[config.mk]
export PLATFORM = sky130hd
export DESIGN_NAME = multicycle_ctrl
export DESIGN_NICKNAME = d
export VERILOG_FILES = /design/src/rtl/cpu_ctrl_pkg.sv /design/src/rtl/ctrl_decoder.sv /design/src/rtl/multicycle_ctrl.sv
export SDC_FILE = /design/constraint.sdc
export NUM_CORES = 1
export LEC_CHECK = 0
export CORE_UTILIZATION = 50
export CTS_BUF_LIST = sky130_fd_sc_hd__clkbuf_16
export DETAILED_ROUTE_END_ITERATION = 12
export DONT_BUFFER_PORTS = 1
export GPL_TIMING_DRIVEN = 0
export PLACE_DENSITY = 0.74
export SKIP_CTS_REPAIR_TIMING = 1
export SLEW_MARGIN = 30
export SYNTH_ARGS = -nofsm -noshare
export SYNTH_HDL_FRONTEND = slang
export SYNTH_SLANG_ARGS = --single-unit
[constraint.sdc]
create_clock -name clk -period 3.58 [get_ports clk]
set_input_delay 0.716 -clock clk [delete_from_list [all_inputs] [get_ports clk]]
set_output_delay 0.716 -clock clk [all_outputs]
set_load 0.01 [all_outputs]
[src/rtl/cpu_ctrl_pkg.sv]
// Shared encodings for the multi-cycle CPU control unit: opcodes, FSM states,
// ALU functions, datapath select codes and decoder instruction classes.
package cpu_ctrl_pkg;

  localparam logic [5:0] OP_ADD   = 6'b000000;
  localparam logic [5:0] OP_SUB   = 6'b000001;
  localparam logic [5:0] OP_ADDIU = 6'b000010;
  localparam logic [5:0] OP_AND   = 6'b010000;
  localparam logic [5:0] OP_ANDI  = 6'b010001;
  localparam logic [5:0] OP_ORI   = 6'b010010;
  localparam logic [5:0] OP_SLL   = 6'b011000;
  localparam logic [5:0] OP_SLTI  = 6'b100110;
  localparam logic [5:0] OP_SW    = 6'b110000;
  localparam logic [5:0] OP_LW    = 6'b110001;
  localparam logic [5:0] OP_BEQ   = 6'b110100;
  localparam logic [5:0] OP_BNE   = 6'b110101;
  localparam logic [5:0] OP_J     = 6'b111000;
  localparam logic [5:0] OP_JR    = 6'b111001;
  localparam logic [5:0] OP_JAL   = 6'b111010;
  localparam logic [5:0] OP_HALT  = 6'b111111;

  localparam logic [2:0] S_IF     = 3'b000;
  localparam logic [2:0] S_ID     = 3'b001;
  localparam logic [2:0] S_EXE_LS = 3'b010;
  localparam logic [2:0] S_MEM    = 3'b011;
  localparam logic [2:0] S_WB_LD  = 3'b100;
  localparam logic [2:0] S_EXE_BR = 3'b101;
  localparam logic [2:0] S_EXE_AL = 3'b110;
  localparam logic [2:0] S_WB_AL  = 3'b111;

  localparam logic [2:0] ALU_ADD = 3'b000;
  localparam logic [2:0] ALU_SUB = 3'b001;
  localparam logic [2:0] ALU_SLL = 3'b010;
  localparam logic [2:0] ALU_OR  = 3'b011;
  localparam logic [2:0] ALU_AND = 3'b100;
  localparam logic [2:0] ALU_SLT = 3'b110;

  localparam logic [1:0] PC_NEXT = 2'b00;
  localparam logic [1:0] PC_BR   = 2'b01;
  localparam logic [1:0] PC_RS   = 2'b10;
  localparam logic [1:0] PC_JMP  = 2'b11;

  localparam logic [1:0] RD_R31 = 2'b00;
  localparam logic [1:0] RD_RT  = 2'b01;
  localparam logic [1:0] RD_RD  = 2'b10;

  localparam logic [2:0] CLS_ALU  = 3'd0;
  localparam logic [2:0] CLS_MEM  = 3'd1;
  localparam logic [2:0] CLS_BR   = 3'd2;
  localparam logic [2:0] CLS_JMP  = 3'd3;
  localparam logic [2:0] CLS_HALT = 3'd4;
  localparam logic [2:0] CLS_ILL  = 3'd5;

endpackage

[src/rtl/ctrl_decoder.sv]
// Combinational opcode decoder: ALU controls, destination-register class and
// instruction class for the sequencing FSM.
module ctrl_decoder
  import cpu_ctrl_pkg::*;
#(
  parameter int OPW    = 6,
  parameter int ALUOPW = 3
) (
  input  logic [OPW-1:0]    op,
  output logic [ALUOPW-1:0] alu_op,
  output logic              alu_src_a,
  output logic              alu_src_b,
  output logic              ext_sel,
  output logic              rtype,
  output logic [2:0]        cls
);

  always_comb begin
    alu_op    = ALU_ADD;
    alu_src_a = 1'b0;
    alu_src_b = 1'b0;
    ext_sel   = 1'b0;
    rtype     = 1'b0;
    cls       = CLS_ILL;
    case (op)
      OP_ADD:   begin cls = CLS_ALU; rtype = 1'b1; end
      OP_SUB:   begin cls = CLS_ALU; rtype = 1'b1; alu_op = ALU_SUB; end
      OP_AND:   begin cls = CLS_ALU; rtype = 1'b1; alu_op = ALU_AND; end
      OP_SLL:   begin cls = CLS_ALU; rtype = 1'b1; alu_op = ALU_SLL; alu_src_a = 1'b1; end
      OP_ADDIU: begin cls = CLS_ALU; alu_src_b = 1'b1; ext_sel = 1'b1; end
      OP_ANDI:  begin cls = CLS_ALU; alu_src_b = 1'b1; alu_op = ALU_AND; end
      OP_ORI:   begin cls = CLS_ALU; alu_src_b = 1'b1; alu_op = ALU_OR; end
      OP_SLTI:  begin cls = CLS_ALU; alu_src_b = 1'b1; ext_sel = 1'b1; alu_op = ALU_SLT; end
      OP_SW, OP_LW:          cls = CLS_MEM;
      OP_BEQ, OP_BNE:        cls = CLS_BR;
      OP_J, OP_JR, OP_JAL:   cls = CLS_JMP;
      OP_HALT:               cls = CLS_HALT;
      default:               cls = CLS_ILL;
    endcase
  end

endmodule

[src/rtl/multicycle_ctrl.sv]
// Multi-cycle control FSM: sequences IF/ID/EXE/MEM/WB and drives every
// datapath enable and select. HALT parks in the ID encoding with halted set.
module multicycle_ctrl
  import cpu_ctrl_pkg::*;
#(
  parameter int OPW    = 6,
  parameter int ALUOPW = 3
) (
  input  logic              clk,
  input  logic              Reset,
  input  logic [OPW-1:0]    opCode,
  input  logic              zero,
  output logic              PCWre,
  output logic              IRWre,
  output logic              InsMemRW,
  output logic              ExtSel,
  output logic              ALUSrcA,
  output logic              ALUSrcB,
  output logic [ALUOPW-1:0] ALUOp,
  output logic              mRD,
  output logic              mWR,
  output logic              DBDataSrc,
  output logic              RegWre,
  output logic              WrRegDSrc,
  output logic [1:0]        RegDst,
  output logic [1:0]        PCSrc,
  output logic [2:0]        state_o,
  output logic              halted,
  output logic              illegal
);

  logic [2:0] state_q, state_d;
  logic       halted_q, halted_d;

  logic [ALUOPW-1:0] dec_alu_op;
  logic              dec_src_a, dec_src_b, dec_ext, dec_rtype;
  logic [2:0]        dec_cls;

  ctrl_decoder #(.OPW(OPW), .ALUOPW(ALUOPW)) u_dec (
    .op        (opCode),
    .alu_op    (dec_alu_op),
    .alu_src_a (dec_src_a),
    .alu_src_b (dec_src_b),
    .ext_sel   (dec_ext),
    .rtype     (dec_rtype),
    .cls       (dec_cls)
  );

  always_comb begin
    state_d   = state_q;
    halted_d  = halted_q;
    PCWre     = 1'b0;
    IRWre     = 1'b0;
    InsMemRW  = 1'b0;
    ExtSel    = 1'b0;
    ALUSrcA   = 1'b0;
    ALUSrcB   = 1'b0;
    ALUOp     = ALU_ADD;
    mRD       = 1'b0;
    mWR       = 1'b0;
    DBDataSrc = 1'b0;
    RegWre    = 1'b0;
    WrRegDSrc = 1'b0;
    RegDst    = RD_R31;
    PCSrc     = PC_NEXT;
    illegal   = 1'b0;

    if (!halted_q) begin
      case (state_q)
        S_IF: begin
          InsMemRW = 1'b1;
          IRWre    = 1'b1;
          state_d  = S_ID;
        end
        S_ID: begin
          case (dec_cls)
            CLS_JMP: begin
              PCWre   = 1'b1;
              state_d = S_IF;
              if (opCode == OP_JR) PCSrc = PC_RS;
              else                 PCSrc = PC_JMP;
              if (opCode == OP_JAL) begin
                RegWre    = 1'b1;
                RegDst    = RD_R31;
                WrRegDSrc = 1'b0;
              end
            end
            CLS_BR:   state_d = S_EXE_BR;
            CLS_MEM:  state_d = S_EXE_LS;
            CLS_ALU:  state_d = S_EXE_AL;
            CLS_HALT: halted_d = 1'b1;
            default: begin
              // Unknown opcode retires as a NOP so the program keeps moving.
              illegal = 1'b1;
              PCWre   = 1'b1;
              state_d = S_IF;
            end
          endcase
        end
        S_EXE_AL: begin
          ALUOp   = dec_alu_op;
          ALUSrcA = dec_src_a;
          ALUSrcB = dec_src_b;
          ExtSel  = dec_ext;
          state_d = S_WB_AL;
        end
        S_WB_AL: begin
          RegWre    = 1'b1;
          WrRegDSrc = 1'b1;
          RegDst    = dec_rtype ? RD_RD : RD_RT;
          PCWre     = 1'b1;
          state_d   = S_IF;
        end
        S_EXE_BR: begin
          ALUOp   = ALU_SUB;
          PCWre   = 1'b1;
          if ((opCode == OP_BNE) ? !zero : zero) PCSrc = PC_BR;
          state_d = S_IF;
        end
        S_EXE_LS: begin
          ALUOp   = ALU_ADD;
          ALUSrcB = 1'b1;
          ExtSel  = 1'b1;
          state_d = S_MEM;
        end
        S_MEM: begin
          if (opCode == OP_SW) begin
            mWR     = 1'b1;
            PCWre   = 1'b1;
            state_d = S_IF;
          end else begin
            mRD     = 1'b1;
            state_d = S_WB_LD;
          end
        end
        S_WB_LD: begin
          mRD       = 1'b1;
          DBDataSrc = 1'b1;
          RegWre    = 1'b1;
          RegDst    = RD_RT;
          WrRegDSrc = 1'b1;
          PCWre     = 1'b1;
          state_d   = S_IF;
        end
        default: state_d = S_IF;
      endcase
    end

    // Reset abandons the current instruction: nothing may commit this cycle.
    if (Reset) begin
      state_d  = S_IF;
      halted_d = 1'b0;
      PCWre    = 1'b0;
      IRWre    = 1'b0;
      RegWre   = 1'b0;
      mWR      = 1'b0;
      mRD      = 1'b0;
      illegal  = 1'b0;
    end
  end

  always_ff @(posedge clk) begin
    if (Reset) begin
      state_q  <= S_IF;
      halted_q <= 1'b0;
    end else begin
      state_q  <= state_d;
      halted_q <= halted_d;
    end
  end

  assign state_o = state_q;
  assign halted  = halted_q;

endmodule

* After elaboration in Yosys (flattened, before gate mapping) *
Index checks and enable logic that the tools add are counted.

cells by class
  add/subtract/negate cells = 0
  multipliers = 0
  divide/modulo/power cells = 0
  $lt $le $gt $ge = 0
  equality and inequality tests = 27
  shifts and indexed selects = 0
  multiplexer cells = 57
  bitwise operators = 1
  reduce and logical (&&, ||, !) cells = 17

operator list
  operator            number
  $eq 6x6->1 const B  9
  $mux 1              39
  $pmux 3 s5          2
  $eq 6x5->1 const B  4
  $pmux 3 s6          1
  $eq 3x3->1 const B  5
  $eq 3x2->1 const B  4
  $pmux 3 s4          1
  $reduce_or 4->1     3
  $reduce_or 2->1     5
  $mux 2              4
  $pmux 1 s2          4
  $pmux 2 s2          2
  $reduce_or 8->1     1
  $eq 3x1->1 const B  2
  $eq 6x1->1 const B  1
  $eq 6x2->1 const B  1
  $logic_not 3->1     2
  $logic_not 6->1     1
  $mux 3              2
  $pmux 3 s2          1
  $reduce_or 3->1     2
  $reduce_or 5->1     1
  $pmux 1 s3          1
  4 further kinds     4

storage, ports and cells
  register bits after elaboration = 4
  latch bits = 0
  RAM bits = 0
  memory bits (read-only) = 0
  input port bits = 9
  memories kept = 0

* Depth between registers and ports, before layout *
  depth in word-level cells = 9
  gate-level depth with buffers = 7
  depth with buffers taken out = 5

* Modules after synthesis *
From an unflattened synthesis, not the netlist that was laid out.

unflattened totals
  cells, all modules = 137
  area total of the unflattened synthesis = 917.1 µm²

modules (own cells, without submodules)
  module           times used  cells an instance  area an instance (µm²)  seq. area each (µm²)
  multicycle_ctrl  1           89                 586.8                   80.1
  ctrl_decoder     1           48                 330.3                   0.0

* Least setup slack after synthesis *
Ideal clock, no wire load.

  kind = input-to-output
  start point = input opCode[1]
  end point = output PCWre
  data arrival time = 1.909 ns
  setup slack = 0.955 ns
  stages on the path = 6
  cell sequence = buf_2 > nor2_2 > or4b_4 > inv_2 > a21oi_1 > o41ai_2

between the ends
  longest elaborated chain between the ends = 9
  elaborated cells on any way between the ends = 31

ends and longest elaborated chain
  item                                                      RTL line                source
  from (decl)                                               multicycle_ctrl.sv:11   input logic [OPW-1:0] opCode,
  $eq 6x1->1 (tied with other cells)                        ctrl_decoder.sv:25      case (op)
  $reduce_or 8->1 (no source line) (tied with other cells)  -
  $pmux 3 s5                                                ctrl_decoder.sv:25
  $eq 3x3->1 (tied with other cells)                        multicycle_ctrl.sv:76   case (dec_cls)
  $reduce_or 4->1 (no source line)                          -
  $mux 1                                                    multicycle_ctrl.sv:76
  $pmux 1 s3 *                                              multicycle_ctrl.sv:69   case (state_q)
  $mux 1 *                                                  multicycle_ctrl.sv:68   if (!halted_q) begin
  $mux 1 *                                                  multicycle_ctrl.sv:150  if (Reset) begin
  to (decl)                                                 multicycle_ctrl.sv:13   output logic PCWre,

Mark *: on every way between the ends. The rest lies on a longest branch, timed or not.

* Worst setup path in the final report *
  start point = input opCode[4]
  end point = output illegal

between the ends
  longest elaborated chain between the ends = 9
  elaborated cells on any way between the ends = 31

ends and longest elaborated chain
  item                                                      RTL line                source
  $eq 6x1->1 (tied with other cells)                        ctrl_decoder.sv:25
  $reduce_or 8->1 (no source line) (tied with other cells)  -
  $pmux 3 s5 *                                              ctrl_decoder.sv:25
  $eq 3x2->1 (tied with other cells)                        multicycle_ctrl.sv:76
  $reduce_or 5->1 (no source line) *                        -
  $mux 1 *                                                  multicycle_ctrl.sv:76
  $mux 1 *                                                  multicycle_ctrl.sv:69
  $mux 1 *                                                  multicycle_ctrl.sv:68
  $mux 1 *                                                  multicycle_ctrl.sv:150
  to (decl)                                                 multicycle_ctrl.sv:29   output logic illegal

Marks and branches as above.

==> results.cfg <==
[status]
status = complete, but fails checks
violations = design-rule violations

[pwr]
powerDensity_nw_per_um2 = 322
vdd_drop_max_uv = 210
p_leak_uw = 0.000340

[clock_tree]
ctsHtreeMaxLevel = 1
cts_root_buf = clkbuf_16
cts_tree = built
ctsLongestPathBuffers = 2
worstSkewPairLatency_ps = 230
cts_buffers = 3
clk_pin_slew_worst_paths_ps = 30
cts_sinks = 4

[setup_path]
cp.arrival_ps = 2090
worstSetupPathType = in2out
critPathTopFamily = simple AND/OR/NAND/NOR gates
cp_slowest_cell = nand3b_1
start_kind = input port
cpMostUsedCell = buf_2
cp-end-kind = primary output
cp.required_ps = 2860
slowest_delay_ps = 250
cp_cell_sequence = buf_2 -> buf_2 -> nor3b_1 -> nor3_1 -> o22ai_1 -> nand3b_1 -> nor2_1
worst-path-buf-inv = 2
worst-path-max-fanout = 10

[yosys]
yosys-top-cells-area = dfxtp_1 (9.2%), nand2b_1 (6.5%), a21oi_1 (6.3%), nand2_1 (5.6%), a211oi_1 (5.2%)
syn_nets = 148
yosysWarnings = 0
synth_top_area_frac = 0.0921
syn-cell-area_sq_um = 870
synth_commonest_cells = nand2_1 (13), nor2_1 (12), a21oi_1 (11)
ys_types = 42
synth_area_per_cell_sq_um = 6.26
yosysMostFrequentCell = nand2_1
synth_ff_type = dfxtp_1
ys_ff_latch = 4
synth_edf_count = 0
synth.yosys.seq_area_share = 0.0921
synthArstFlopShare = 0
synthCells = 139
yosys.area.top_type = dfxtp_1

[place]
port-buffer-count = 0
gp_congestion = 0.884
place_area_sq_um = 890
dpl.cell_count = 155
dp_hpwl_um = 1760

[drt]
routed_wl_um = 2390
drt_first_pass_iters = 8
drc_errors = 2
viasPerCell = 6.41
final_antenna_net_count = 0
drt_iter0_markers = 22
wl_per_cell_um = 15.1
vias = 1012

[timing]
hold_slack_ps = 814
finalHoldViolations = 0
rsz0062_at_grt = false
max_freq_mhz = 356
finalMaxSlewViolations = 0
fin_skew_ps = 4.04
worst_pin_slew_ps = 595
setup-tns-final_ps = 0
setup_viol = 0
fin_crit_ps = 2810
finalCritPeriodShare = 0.785
slew_headroom = 0.600

[global_routing]
gr-usage-all-layers = 0.270
antenna_found_initial = 0
grt-ovfl-total = 0
grt_pass1_wl_um = 3860
grt_max_degree = 11
grt_pass1_vias = 877

[cells_and_area]
instances_no_fill = 158
drive_above_1_share = 0.141
syn_to_final_growth_pct = 10.9
layout.nets = 153
fillCellCount = 155
final_core_util = 0.619
final_cell_area_sq_um = 965
diodes = 0

[floorplanning]
die_y_um = 43.7
design.portCount = 32
die_area_sq_um = 1910
core_area_sq_um = 1560
initial_core_util = 0.558
die_w_um = 43.7
row_count = 14

[hold_path]
min_path_type = reg2reg

[flow_run]
maxCapViolCount = 0
## layout make-up
cell class | count | area, sq um | area share
Sequential cell | 4 | 80.1 | 0.0830
Multi-Input combinational cell | 112 | 678 | 0.703
Clock buffer | 3 | 75.1 | 0.0778
Buffer | 18 | 92.6 | 0.0960
Inverter | 5 | 18.8 | 0.0195
Tap cell | 16 | 20.0 | 0.0208
## placed cells by master (no fill, tap or decap), types with 2 or more instances in the layout
cell type,synthesis,final
a211oi_1,6,6
nor2b_1,7,7
a21o_1,3,3
o22ai_1,2,2
nand3b_1,2,2
clkbuf_16,0,3
buf_2,8,8
inv_2,2,2
nor2_2,2,2
dfxtp_1,4,4
buf_6,2,2
nor4_1,3,3
o21ai_0,3,3
nand2b_1,9,9
inv_1,3,3
o21ai_1,3,3
and3_1,2,2
and2_1,2,2
clkbuf_1,8,8
nor3b_1,3,3
nor2_1,12,12
nand2_1,13,13
a21oi_1,11,11
nor3_1,8,8
nor4b_1,2,2
a2bb2oi_1,2,2
## worst paths after layout
kind                                 start       to  slack (ps)  depth (start not counted)
worst max-delay path             opCode[4]  illegal         770                          7
worst min register to register  state_o[0]   halted         810                          4
worst min-delay path            state_o[0]   halted         810                          4
worst max register to register  state_o[1]   halted        2100                          5
## where the power goes
| group | internal [uW] | switching (uW) | leakage, uW |
|---|---|---|---|
| combinational | 29.8 | 50.3 | 0.000270 |
| clock | 143 | 37.5 | 0.0000370 |
| sequential | 46.8 | 3.09 | 0.0000326 |
| total | 220 | 90.9 | 0.000340 |
## through the flow
| step | setup WS [ps] | power (uW) |
|---|---|---|
| after floorplan | 955 | 115 |
| after global placement | 847 | 127 |
| after detailed placement | 833 | 129 |
| after CTS | 832 | 308 |
| after global routing | 728 | 321 |
| final | 770 | 311 |
## state kept, by name (all words and copies together), names as in the netlist
| signal | count |
|---|---|
| halted | 1 |
| state_o | 3 |
## metal layers
metal / global-route usage / wire (um)
met4: 0.119 / 34
met2: 0.448 / 1150
met3: 0.0417 / 133
met1: 0.344 / 1070
met5: 0 / 0
## tightest hold or removal path: cells and delay by family, from the launching register on
kind	cells	cell delay, ps
simple gates	4	410
flops	1	360
## logic make-up (layout without fill, tap and decap cells)
| logic type | Yosys count | after routing | share of synthesized area |
|---|---|---|---|
| AO/OA/AOI/OAI | 38 | 38 | 0.301 |
| buffers and inverters | 23 | 26 | 0.128 |
| flip-flops | 4 | 4 | 0.0921 |
| AND/OR/NAND/NOR | 74 | 74 | 0.479 |
Note: power is estimated with default switching activity, not from simulation.
